$ cat src/rtl/seven_seg_scan_if.sv
// ---------------------------------------------------------------------------
// seven_seg_scan_if
//   Bundle between the mode mux (stopwatch / clock / timer digit source) and
//   the seven-segment scanner.
//
//   Digit side (driven by the mode mux):
//     tenmin, onemin, tensec, onesec : BCD digits 3..0 (digit 3 leftmost)
//     lzb                            : blank digit 3 when its value is 0
//     blink                          : enable blinking of masked digits
//     blink_mask                     : bit i selects digit i for blinking
//   Display side (driven by the scanner, active low):
//     an  : anodes, an[i] drives digit i
//     seg : segments, seg[0]=a .. seg[6]=g
//     dp  : decimal point
//
//   master : digit source (drives digits/controls, observes display pins)
//   slave  : scanner (consumes digits/controls, drives display pins)
// ---------------------------------------------------------------------------
interface seven_seg_scan_if;
    logic [3:0] tenmin;
    logic [3:0] onemin;
    logic [3:0] tensec;
    logic [3:0] onesec;
    logic       lzb;
    logic       blink;
    logic [3:0] blink_mask;
    logic [3:0] an;
    logic [6:0] seg;
    logic       dp;

    modport master (
        output tenmin, onemin, tensec, onesec,
        output lzb, blink, blink_mask,
        input  an, seg, dp
    );

    modport slave (
        input  tenmin, onemin, tensec, onesec,
        input  lzb, blink, blink_mask,
        output an, seg, dp
    );
endinterface

$ cat src/rtl/seven_seg_scan.sv
// ---------------------------------------------------------------------------
// seven_seg_scan
//   Time-multiplexes four BCD digits onto a 4-digit common-anode display.
//   The digits are snapshotted once per frame so a mid-frame input change
//   never tears the picture. Each digit slot starts with a short all-anodes-
//   off window (anti-ghosting); segment patterns only change inside it.
//   Digit 3 can be suppressed when zero, masked digits can blink, and
//   non-BCD values show a dash. The decimal point marks the mm.ss split and
//   is lit only while digit 2 is lit.
//
//   Parameters:
//     REFRESH_DIV  : clock cycles per digit slot
//     BLANK_CYCLES : dark cycles at the start of each slot
//                    (1 <= BLANK_CYCLES <= REFRESH_DIV-2)
//     BLINK_FRAMES : frames per blink half-period (>= 1)
//
//   Ports:
//     clk100MHz : system clock, rising edge
//     rst_n     : asynchronous active-low reset
//     bus       : seven_seg_scan_if.slave (digits, controls, an/seg/dp)
// ---------------------------------------------------------------------------
module seven_seg_scan #(
    parameter int REFRESH_DIV  = 100000,
    parameter int BLANK_CYCLES = 1000,
    parameter int BLINK_FRAMES = 125
) (
    input  logic             clk100MHz,
    input  logic             rst_n,
    seven_seg_scan_if.slave  bus
);

    localparam int PW = (REFRESH_DIV  > 2) ? $clog2(REFRESH_DIV)  : 1;
    localparam int FW = (BLINK_FRAMES > 1) ? $clog2(BLINK_FRAMES) : 1;

    localparam logic [PW-1:0] PCNT_LAST = PW'(REFRESH_DIV - 1);
    localparam logic [PW-1:0] BLANK_END = PW'(BLANK_CYCLES);
    localparam logic [FW-1:0] FCNT_LAST = FW'(BLINK_FRAMES - 1);

    localparam logic [6:0] SEG_OFF = 7'h7F;

    // Digit slot currently being scanned (slot n drives an[n]).
    typedef enum logic [1:0] {
        SLOT0 = 2'd0,
        SLOT1 = 2'd1,
        SLOT2 = 2'd2,
        SLOT3 = 2'd3
    } slot_t;

    slot_t            slot_q, slot_d;
    logic [PW-1:0]    pcnt_q;
    logic [FW-1:0]    fcnt_q;
    logic             bphase_q;
    logic [3:0][3:0]  snap_q;       // [3]=tenmin .. [0]=onesec
    logic [3:0]       an_q;
    logic [6:0]       seg_q;
    logic             dp_q;

    logic             slot_end;
    logic             frame_end;
    logic             frame_wrap;

    logic [3:0]       digit;
    logic [3:0]       an_lit;
    logic             mask_sel;
    logic             lzb_sup;
    logic             blink_sup;
    logic             lit;
    logic [3:0]       an_d;
    logic [6:0]       seg_d;
    logic             dp_d;

    // Active-high gfedcba pattern; anything outside 0-9 shows a dash.
    function automatic logic [6:0] glyph(input logic [3:0] v);
        logic [6:0] g;
        case (v)
            4'd0:    g = 7'h3F;
            4'd1:    g = 7'h06;
            4'd2:    g = 7'h5B;
            4'd3:    g = 7'h4F;
            4'd4:    g = 7'h66;
            4'd5:    g = 7'h6D;
            4'd6:    g = 7'h7D;
            4'd7:    g = 7'h07;
            4'd8:    g = 7'h7F;
            4'd9:    g = 7'h6F;
            default: g = 7'h40;
        endcase
        return g;
    endfunction

    // -----------------------------------------------------------------------
    // Scan timing
    // -----------------------------------------------------------------------
    assign slot_end   = (pcnt_q == PCNT_LAST);
    assign frame_end  = slot_end && (slot_q == SLOT3);
    assign frame_wrap = frame_end && (fcnt_q == FCNT_LAST);

    always_ff @(posedge clk100MHz or negedge rst_n) begin
        if (!rst_n) begin
            pcnt_q <= '0;
        end else if (slot_end) begin
            pcnt_q <= '0;
        end else begin
            pcnt_q <= pcnt_q + 1'b1;
        end
    end

    // Slot sequencer: state register
    always_ff @(posedge clk100MHz or negedge rst_n) begin
        if (!rst_n) begin
            slot_q <= SLOT0;
        end else begin
            slot_q <= slot_d;
        end
    end

    // Slot sequencer: next state, advances once per prescaler wrap
    always_comb begin
        slot_d = slot_q;
        if (slot_end) begin
            case (slot_q)
                SLOT0:   slot_d = SLOT1;
                SLOT1:   slot_d = SLOT2;
                SLOT2:   slot_d = SLOT3;
                SLOT3:   slot_d = SLOT0;
                default: slot_d = SLOT0;
            endcase
        end
    end

    // Snapshot, frame counter and blink phase all move on the 3->0 wrap.
    always_ff @(posedge clk100MHz or negedge rst_n) begin
        if (!rst_n) begin
            snap_q <= '0;
        end else if (frame_end) begin
            snap_q <= {bus.tenmin, bus.onemin, bus.tensec, bus.onesec};
        end
    end

    always_ff @(posedge clk100MHz or negedge rst_n) begin
        if (!rst_n) begin
            fcnt_q   <= '0;
            bphase_q <= 1'b0;
        end else if (frame_wrap) begin
            fcnt_q   <= '0;
            bphase_q <= ~bphase_q;
        end else if (frame_end) begin
            fcnt_q   <= fcnt_q + 1'b1;
        end
    end

    // -----------------------------------------------------------------------
    // Output decode (registered below, one cycle of latency)
    // -----------------------------------------------------------------------
    always_comb begin
        digit    = snap_q[0];
        an_lit   = 4'b1110;
        mask_sel = bus.blink_mask[0];
        case (slot_q)
            SLOT0: begin
                digit    = snap_q[0];
                an_lit   = 4'b1110;
                mask_sel = bus.blink_mask[0];
            end
            SLOT1: begin
                digit    = snap_q[1];
                an_lit   = 4'b1101;
                mask_sel = bus.blink_mask[1];
            end
            SLOT2: begin
                digit    = snap_q[2];
                an_lit   = 4'b1011;
                mask_sel = bus.blink_mask[2];
            end
            SLOT3: begin
                digit    = snap_q[3];
                an_lit   = 4'b0111;
                mask_sel = bus.blink_mask[3];
            end
            default: begin
                digit    = snap_q[0];
                an_lit   = 4'b1110;
                mask_sel = bus.blink_mask[0];
            end
        endcase
    end

    always_comb begin
        lzb_sup   = bus.lzb && (slot_q == SLOT3) && (snap_q[3] == 4'd0);
        blink_sup = bus.blink && mask_sel && bphase_q;
        lit       = (pcnt_q >= BLANK_END) && !lzb_sup && !blink_sup;

        an_d  = '1;
        seg_d = SEG_OFF;
        dp_d  = 1'b1;
        if (lit) begin
            an_d  = an_lit;
            seg_d = ~glyph(digit);
            dp_d  = (slot_q != SLOT2);
        end
    end

    always_ff @(posedge clk100MHz or negedge rst_n) begin
        if (!rst_n) begin
            an_q  <= '1;
            seg_q <= SEG_OFF;
            dp_q  <= 1'b1;
        end else begin
            an_q  <= an_d;
            seg_q <= seg_d;
            dp_q  <= dp_d;
        end
    end

    assign bus.an  = an_q;
    assign bus.seg = seg_q;
    assign bus.dp  = dp_q;

endmodule

$ cat src/flat_wrapper.sv
// flat-port wrapper written by rule: the top's interface ports become plain ports
module seven_seg_scan_flat 
#(
    parameter int REFRESH_DIV  = 100000,
    parameter int BLANK_CYCLES = 1000,
    parameter int BLINK_FRAMES = 125
)
  (clk100MHz, rst_n, bus_tenmin, bus_onemin, bus_tensec, bus_onesec, bus_lzb, bus_blink, bus_blink_mask, bus_an, bus_seg, bus_dp);
  seven_seg_scan_if bus_i ();
  input  logic clk100MHz;
  input  logic rst_n;
  input wire logic [$bits(bus_i.tenmin)-1:0] bus_tenmin;
  input wire logic [$bits(bus_i.onemin)-1:0] bus_onemin;
  input wire logic [$bits(bus_i.tensec)-1:0] bus_tensec;
  input wire logic [$bits(bus_i.onesec)-1:0] bus_onesec;
  input wire logic [$bits(bus_i.lzb)-1:0] bus_lzb;
  input wire logic [$bits(bus_i.blink)-1:0] bus_blink;
  input wire logic [$bits(bus_i.blink_mask)-1:0] bus_blink_mask;
  output wire logic [$bits(bus_i.an)-1:0] bus_an;
  output wire logic [$bits(bus_i.seg)-1:0] bus_seg;
  output wire logic [$bits(bus_i.dp)-1:0] bus_dp;
  assign bus_i.tenmin = bus_tenmin;
  assign bus_i.onemin = bus_onemin;
  assign bus_i.tensec = bus_tensec;
  assign bus_i.onesec = bus_onesec;
  assign bus_i.lzb = bus_lzb;
  assign bus_i.blink = bus_blink;
  assign bus_i.blink_mask = bus_blink_mask;
  assign bus_an = bus_i.an;
  assign bus_seg = bus_i.seg;
  assign bus_dp = bus_i.dp;
  seven_seg_scan #(.REFRESH_DIV(REFRESH_DIV), .BLANK_CYCLES(BLANK_CYCLES), .BLINK_FRAMES(BLINK_FRAMES)) u_core (.clk100MHz(clk100MHz), .rst_n(rst_n), .bus(bus_i));
endmodule
$ cat config.mk
export PLATFORM = sky130hd
export DESIGN_NAME = seven_seg_scan_flat
export DESIGN_NICKNAME = d
export VERILOG_FILES = /design/src/rtl/seven_seg_scan_if.sv /design/src/rtl/seven_seg_scan.sv /design/src/flat_wrapper.sv
export SDC_FILE = /design/constraint.sdc
export NUM_CORES = 1
export LEC_CHECK = 0
export ABC_CLOCK_PERIOD_IN_PS = 4700
export CORE_ASPECT_RATIO = 1.5
export CORE_MARGIN = 4
export CORE_UTILIZATION = 59
export DETAILED_ROUTE_END_ITERATION = 8
export GPL_ROUTABILITY_DRIVEN = 0
export HOLD_SLACK_MARGIN = 0.08
export PLACE_DENSITY = 0.92
export SLEW_MARGIN = 20
export SYNTH_ARGS = -nofsm -noshare
export SYNTH_HDL_FRONTEND = slang
export SYNTH_SLANG_ARGS = --single-unit
$ cat constraint.sdc
create_clock -name clk100MHz -period 4.7 [get_ports clk100MHz]
set_input_delay 0.47 -clock clk100MHz [delete_from_list [all_inputs] [get_ports clk100MHz]]
set_output_delay 0.47 -clock clk100MHz [all_outputs]
set_load 0.03 [all_outputs]
# After elaboration in Yosys (flattened, before gate mapping)
# Memory sizes are Yosys's and may differ from the RTL's.
# Index checks and enable logic that the tools add are counted.
# word_totals
regBits,55
latchBits,0
ram_bits,0
mem_bits_ro,112
in_bits,24
output_inout_bits,12
word_cells,47
n_memories,1
# classes
addsub,2
mul,0
n_div,0
order_cmp,1
eq_ne,6
shift,0
n_mux,11
bitwise,2
n_reduce_logical,13
# memory_table
name,depth,width,rd,rd_clocked_by_memory_dff,write_ports,line_no,source
(name not given),16,7,1,0,0,seven_seg_scan.sv:75,case (v)
# op_table
cell,n
$pmux W4 S4,2
$mux W7,4
$add A17 B1 Y17 const B,1
$eq A17 B17 Y1 const B,1
$ge A17 B10 Y1 const B,1
$mux W17,1
$logic_and A1 B1 Y1,8
$pmux W2 S4,1
$add A7 B1 Y7 const B,1
$eq A7 B7 Y1 const B,1
$not A7 Y7,1
$eq A2 B2 Y1 const B,2
$logic_not A4 Y1,1
$mux W4,1
$pmux W1 S4,1
$eq A2 B1 Y1 const B,1
$logic_not A1 Y1,2
$logic_not A2 Y1,1
$ne A2 B2 Y1 const B,1
$reduce_bool A2 Y1,1
$mux W1,1
$not A1 Y1,1

# Longest topological paths before layout
# Gate-level depths: netlist (run 1).
# logic_depth
word_depth,9
mapped_depth,10
ltp_nobuf,9

# Least setup slack after synthesis (run 1)
# No wires, ideal clock.
# synth_timing
path_type,reg-to-reg
start,reg u_core.slot_q[0]
end,reg u_core.seg_q[5] (netlist: u_core.bus.seg[5])
setup_time_ns,0.111
arrival_time_ns,1.897
t_required_ns,4.589
path_slack_ns,2.692
stages_incl_launch_ff,10
n_path_buf,2
synth_period_minus_slack_ns,2.008
cell_sequence,dfrtp_1 ha_1 buf_4 buf_2 a22oi_1 a21oi_1 inv_1 ha_1 and2_1 o311ai_0
# synth_via
elab_chain_len,7
elab_cells_between_ends,18
cone_classes,eq/ne: 3; mux: 4; bitwise: 1; reduce/logical: 9; memory: 1
# synth_rtl
item,line_no,source
"start, declared",seven_seg_scan.sv:49,"slot_t slot_q, slot_d;"
"start signal, assigned",seven_seg_scan.sv:113,slot_q <= slot_d;
"parallel branches: the longest is 6 deep, another holds $mem_v2 Z16 W7",-,
$mux W7 *,seven_seg_scan.sv:196,if (lit) begin
net u_core.seg_d[5],seven_seg_scan.sv:69,logic [6:0] seg_d;
"end signal, assigned",seven_seg_scan.sv:210,seg_q <= seg_d;
"end, declared",seven_seg_scan.sv:55,logic [6:0] seg_q;
# Mark *: on every way through the listed nets, which the timed path passes. The select of a mux whose other input is x is not followed.
# A chain may end at the register's enable or synchronous reset.

# Worst setup path after layout (run 1)
# layout_timing
start,reg u_core.slot_q[1]
end,reg u_core.seg_q[5] (netlist: u_core.bus.seg[5])
# The elaborated chain is that of the path after synthesis.

==> flow_summary.yaml, run 1 <==
floorplan:
  core_area_um2: 4542
  die_area_um2: 5904
  num_rows: 30
  die_x_um: 64.09
  start_util: 0.6129
  io_pins: 36
  die_h_um: 92.13
detailed_routing:
  num_vias: 2010
  postRouteAntennaNets: 0
  wire_per_inst_um: 15.76
  routed_wl_um: 5436
  drc: 0
  via_per_inst: 5.826
  drt-pass1-iter-count: 4
  drtIter0Drc: 120
setup_path:
  cp.arrival_ns: 2.67
  cp.required_ns: 4.88
  critPathMaxStageDelay_ns: 0.57
  reg2reg_depth: 7
  cp.depth: 7
  cp-start-kind: "flip-flop"
  crit_slowest_cell: "ha_1"
  end_kind: "flip-flop"
  critical_path_class: "flip-flop to flip-flop"
  crit_family: "compound AO/OA/AOI/OAI gates"
  crit_fanout: 16
  path_buf_inv: 1
  cp_cell_sequence: "ha_1 > a22oi_1 > a22oi_1 > inv_1 > ha_1 > and2_1 > o311ai_0"
placement:
  port_buffers: 35
  dp_cells: 337
  dp_hpwl_um: 3933
  place_area_um2: 3153
synthesis:
  synth-xor-area-share: 0.04404
  synth_simple_gate_area_frac: 0.1721
  synth_top_area_frac: 0.3865
  yosys.area.top_type: "dfrtp_1"
  syn_avg_cell_area_um2: 11.23
  synth_top_family_by_area: "simple AND/OR/NAND/NOR gates"
  synth_compound_area_frac: 0.1128
  yosys_warnings: 0
  synth_edf_count: 0
  synth_top_cells_by_area: "dfrtp_1, dfstp_2, ha_1"
  muxShareOfSynthArea: 0.08315
  ys_ff_latch: 54
  postSynthCellCount: 248
  yosysSeqAreaShare: 0.4903
  synthArstFlopShare: 1.000
  syn-num-nets: 285
  syn_area_um2: 2784
  synth_fa_ha_area_frac: 0.05843
  ys_types: 49
  synth_flop_cell: "dfrtp_1"
power_and_ir_drop:
  leakage_nw: 1.380
  powerDensity_nw_per_um2: 243.8
  peakVddDrop_v: 0.0001735
sta:
  hold_violations: 0
  slew_headroom: 0.5682
  setup_viol: 0
  skew_ns: 0.01148
  holdWs_ns: 0.2615
  fin_crit_ns: 2.489
  rsz0062_at_grt: "no"
  max_slew.worst_pin.slew_ns: 0.6477
  setup_tns_ns: 0
  final_max_slew_viol_count: 0
  fmax_mhz: 401.7
  post-route-period-util: 0.5296
layout:
  syn_to_final_growth_pct: 16.67
  drive_gt1_frac: 0.1530
  final_cell_mix: "dfrtp_1, clkdlybuf4s50_1, nand2_1, nor2_1, ha_1"
  num-nets-final: 317
  num_antenna_cells: 0
  fin_cells: 345
  stdcell_area_um2: 3248
  num-fill-cells: 310
  final_common_cell: "dfrtp_1"
clock_tree:
  tritoncts.num_buffers: 5
  cts_sinks: 54
  postCtsSetupRepairBufs: 0
  h-tree-depth: 2
  hold_buffers: 0
  cts_tree: "built"
  clk_latency_ns: 0.30
  clkSlewWorstSetupHoldPaths_ns: 0.10
  cts_repair_resize_count: 0
  max-clock-path-buffers: 2
  clockRootBuffer: "clkbuf_8"
grt:
  grt_overflow: 0
  grt_start_max_net_pins: 55
  grt_antenna_before_repair: 0
  grt_use_total: 0.2013
  grt_pass1_vias: 1984
  grt_pass1_wl_um: 9535
hold_path:
  hold_class: "input pin to async pin"
outcome:
  status: "finished, final reports clean"
job:
  maxCapViolations: 0
==> Yosys cell counts (8+ instances only) <==
cell type and instances:
dfstp_2 11, inv_1 12, nor2_1 14, mux2_4 8, ha_1 13, dfrtp_1 43, mux2_2 9, a21oi_1 8
nand4_1 8, nand3_1 9, xnor2_1 8, o21ai_0 10, nand2_1 14
==> final cells by class <==
class	count	area, um2	share of cell area
Clock buffer	6	82.58	0.02542
Clock inverter	2	12.51	0.003852
Sequential cell	54	1365	0.4203
Timing Repair Buffer	36	352.8	0.1086
Multi-Input combinational cell	171	1310	0.4033
Inverter	12	45.04	0.01387
Tap cell	64	80.08	0.02465
==> registers in the layout, indices dropped and copies added, names as in the netlist <==
name / flops
u_core.bus.seg: 7
u_core.slot_q: 2
u_core.pcnt_q: 17
u_core.snap_q: 16
u_core.bphase_q: 1
u_core.bus.an: 4
u_core.fcnt_q: 7
==> cells by family (layout without fill, tap and decap cells) <==
group           count (synthesis)  in the layout
compound gates                 47             47
xor+xnor                       14             14
fa+ha+maj                      13             13
buf+inv                        23             56
flops                          54             54
mux                            18             18
simple gates                   79             79
==> worst register-to-register path: stages (launching register included) <==
cell,delay [ns]
dfrtp_1,0.39
ha_1,0.57
a22oi_1,0.20
a22oi_1,0.34
inv_1,0.17
ha_1,0.23
and2_1,0.14
o311ai_0,0.33
==> stage by stage <==
stage                     setup slack, ns  total power [mW]    util
after floorplan                     2.692            0.5012       -
after CTS                           2.248            0.7975  0.7152
after global routing                1.951            0.8216  0.7152
after global placement              2.422            0.5340  0.6942
after detailed placement            2.295            0.5351  0.6942
final                               2.211            0.7920  0.7152
==> routing by layer <==
| metal | global-route usage | routed length, um | up-vias |
|---|---|---|---|
| met5 | 0 | 0 | - |
| met4 | 0.05946 | 58 | 0 |
| met3 | 0.04044 | 320 | 6 |
| met2 | 0.3451 | 2795 | 86 |
| met1 | 0.2537 | 2262 | 965 |
| li1 | - | - | 953 |
==> power breakdown <==
group,total (mW),internal [mW],switching (mW)
Combinational,0.0502,0.0280,0.0222
Sequential,0.477,0.472,0.00477
Clock,0.265,0.119,0.147
Total,0.792,0.618,0.174
==> worst paths after layout <==
path | start | endpoint | slack [ns]
max | u_core.slot_q[1]$_DFFE_PN0N_ | u_core.bus.seg[5]$_DFF_PN1_ | 2.21
min | rst_n | u_core.snap_q[3]$_DFFE_PN0P_ | 0.26
max reg2reg | u_core.slot_q[1]$_DFFE_PN0N_ | u_core.bus.seg[5]$_DFF_PN1_ | 2.21
min reg2reg | u_core.bphase_q$_DFFE_PN0P_ | u_core.bphase_q$_DFFE_PN0P_ | 0.50
max in group asynchronous | rst_n | u_core.snap_q[10]$_DFFE_PN0P_ | 3.99
min in group clk100MHz | u_core.bphase_q$_DFFE_PN0P_ | u_core.bphase_q$_DFFE_PN0P_ | 0.50
(Power assumes the default switching activity.)
==> inputs of run 2 (changes only) <==
--- a/config.mk
+++ b/config.mk
@@ -5,14 +5,14 @@
 export SDC_FILE = /design/constraint.sdc
 export NUM_CORES = 1
 export LEC_CHECK = 0
-export ABC_CLOCK_PERIOD_IN_PS = 4700
+export ABC_CLOCK_PERIOD_IN_PS = 2100
 export CORE_ASPECT_RATIO = 1.5
 export CORE_MARGIN = 4
-export CORE_UTILIZATION = 59
+export CORE_UTILIZATION = 50
 export DETAILED_ROUTE_END_ITERATION = 8
 export GPL_ROUTABILITY_DRIVEN = 0
 export HOLD_SLACK_MARGIN = 0.08
-export PLACE_DENSITY = 0.92
+export PLACE_DENSITY = 0.84
 export SLEW_MARGIN = 20
 export SYNTH_ARGS = -nofsm -noshare
 export SYNTH_HDL_FRONTEND = slang
==> constraint.sdc (replaced) <==
create_clock -name clk100MHz -period 2.1 [get_ports clk100MHz]
set_input_delay 0.21 -clock clk100MHz [delete_from_list [all_inputs] [get_ports clk100MHz]]
set_output_delay 0.21 -clock clk100MHz [all_outputs]
set_load 0.03 [all_outputs]
==> run 2 against run 1 <==
Effect of this change: non-clock buffer count is 9 higher; global-route usage is 1.0 points lower; hold slack better by 0.19 ns; final cell count is 4.3% higher; sequential share of layout area is 1.4 points lower; clock power grew to 2.5 times the previous value; maximum frequency is 24% higher; wire length is 9.3% higher; critical endpoint unchanged; largest power group unchanged.
==> flow_summary.yaml, run 2 (synthesis gave the netlist of run 1 again) <==
layout:
  num_antenna_cells: 0
  stdcell_area_um2: 3363
  multi_input_area_um2: 1333
  final_common_cell: "dfrtp_1"
  syn_to_final_growth_pct: 20.81
  largest_reg_flops: 17
  ff_latch_area_um2: 1365
  num-fill-cells: 437
  num-nets-final: 326
  largest_register: "u_core.pcnt_q"
  drive_gt1_frac: 0.1966
  reg_top3: "u_core.pcnt_q (17), u_core.snap_q (16)"
  final_cell_mix: "dfrtp_1, clkdlybuf4s50_1, nand2_1, nor2_1, inv_1"
  post-route-util: 0.6171
setup_path:
  critical_path_class: "flip-flop to flip-flop"
  r2r_slack_ns: 0.09
  cp-start-kind: "flip-flop"
  crit_fanout: 7
  cp.required_ns: 2.29
  cp.arrival_ns: 2.20
  end_kind: "flip-flop"
  reg2reg_to: "u_core.bus.seg[5]$_DFF_PN1_"
  reg2reg_depth: 8
  regToRegStartpoint: "u_core.slot_q[0]$_DFFE_PN0N_"
sta:
  final_max_slew_viol_count: 0
  fin_crit_ns: 2.010
  setup_ws_ns: 0.09004
  fmax_mhz: 497.5
  post-route-period-util: 0.9571
  rsz0062_at_grt: "yes"
  hold_violations: 0
  max_slew.worst_pin.slew_ns: 0.6173
  skew_ns: 0.009974
  setup_viol: 0
  slew_headroom: 0.5885
placement:
  place_ws_ns: 0.03540
  port_buffers: 35
  place_area_um2: 3221
  dp_hpwl_um: 4364
clock_tree:
  h-tree-depth: 2
  cts_sinks: 54
  max-clock-path-buffers: 2
  cts_tree: "built"
  tritoncts.num_buffers: 5
  clockRootBuffer: "clkbuf_8"
  clkSlewWorstSetupHoldPaths_ns: 0.10
  clk_latency_ns: 0.30
  postCtsSetupRepairBufs: 0
detailed_routing:
  drt-pass1-iter-count: 4
  routed_wl_um: 5940
  drc: 0
  num_vias: 2064
  via_per_inst: 5.733
  wire_per_inst_um: 16.50
  drtIter0Drc: 202
  postRouteAntennaNets: 0
grt:
  grt_pass1_vias: 2122
  grt_pass1_wl_um: 9936
  grt_antenna_before_repair: 0
  grt_overflow: 0
  grt_use_total: 0.1911
  grt_start_max_net_pins: 28
power_and_ir_drop:
  total_power_mw: 1.864
  internal_power_mw: 1.480
  clock_power_share: 0.361
  swShare: 0.2060
  peakVddDrop_v: 0.0003877
  power_switching_mw: 0.3840
  powerDensity_nw_per_um2: 554.3
  combPwrFrac: 0.066
  pwr-share-seq: 0.573
  leakage_nw: 1.417
floorplan:
  start_util: 0.5108
  core_area_um2: 5450
  die_area_um2: 6850
  num_rows: 33
  die_x_um: 68.93
  die_h_um: 99.39
  io_pins: 36
hold_path:
  hold_class: "input pin to async pin"
outcome:
  status: "finished, final reports clean"
job:
  maxCapViolations: 0
==> run 2: changes by cell type in the layout (fill, tap and decap cells not counted), sizes merged <==
| cell | previous run | this run |
|---|---|---|
| buf | 2 | 10 |
| dlygate4sd3 | 0 | 1 |
| clkinv | 1 | 0 |
| bufinv | 0 | 1 |
==> run 2: metrics by stage <==
stage | instances | hold WS, ns | setup TNS, ns
2_1_floorplan | 248 | -0.08559 | 0
3_3_place_gp | 351 | 0.2393 | 0
3_5_place_dp | 351 | 0.2516 | 0
4_1_cts | 360 | 0.4495 | 0
5_1_grt | 360 | 0.4958 | -0.05821
6_report | 360 | 0.4474 | 0
==> run 2: repair_timing <==
item | in CTS | in global routing
hold buffers | 1 | 0
pin swaps | 0 | 0
resized for setup | 1 | 7
hold endpoints to repair | 25 | 0
endpoints found under the setup margin | 1 | 6
==> run 2: worst max-delay path by stage <==
stage,start,to,slack [ns],cells past startpoint
4_1_cts,u_core.slot_q[0]$_DFFE_PN0N_,u_core.bus.seg[4]$_DFF_PN1_,0.03,9
2_1_floorplan,u_core.slot_q[0]$_DFFE_PN0N_,u_core.bus.seg[5]$_DFF_PN1_,0.09,9
6_report,u_core.slot_q[0]$_DFFE_PN0N_,u_core.bus.seg[5]$_DFF_PN1_,0.09,8
5_1_grt,u_core.slot_q[0]$_DFFE_PN0N_,u_core.bus.seg[5]$_DFF_PN1_,-0.03,8
3_3_place_gp,u_core.slot_q[0]$_DFFE_PN0N_,u_core.bus.seg[5]$_DFF_PN1_,0.21,8
3_5_place_dp,u_core.slot_q[0]$_DFFE_PN0N_,u_core.bus.seg[5]$_DFF_PN1_,0.04,8
==> run 2: per-layer routing <==
metal / part of all wire / vias to the layer above / routed length (um) / track usage
li1: - / 976 / - / -
met3: 0.047 / 8 / 280 / 0.03164
met1: 0.38 / 1000 / 2266 / 0.2239
met4: 0.022 / 0 / 128 / 0.06306
met5: 0 / - / 0 / 0
met2: 0.55 / 80 / 3265 / 0.3419
==> run 2: area by class of cell <==
cell class / count / area share
flip-flops and latches: 54 / 0.4059
multi-input cells: 171 / 0.3962
repair buffers: 45 / 0.1257
well taps: 70 / 0.02604
clock buffers: 6 / 0.02158
inverters: 12 / 0.01339
clock inverters: 2 / 0.01116
==> run 2: worst max-delay path: stages (launching register included) <==
cell and delay (ns):
dfrtp_1 0.42, inv_1 0.11, ha_2 0.25, a21oi_1 0.11
a22oi_2 0.23, inv_1 0.13, ha_1 0.21, and2_1 0.13
o311ai_1 0.30
==> run 2: power by group through the flow <==
stage | Sequential, mW | Clock (mW) | Combinational [mW]
2_1_floorplan | 1.08 | 0 | 0.0397
3_3_place_gp | 1.09 | 0 | 0.115
3_5_place_dp | 1.09 | 0 | 0.118
4_1_cts | 1.07 | 0.690 | 0.122
5_1_grt | 1.07 | 0.731 | 0.135
6_report | 1.07 | 0.673 | 0.123
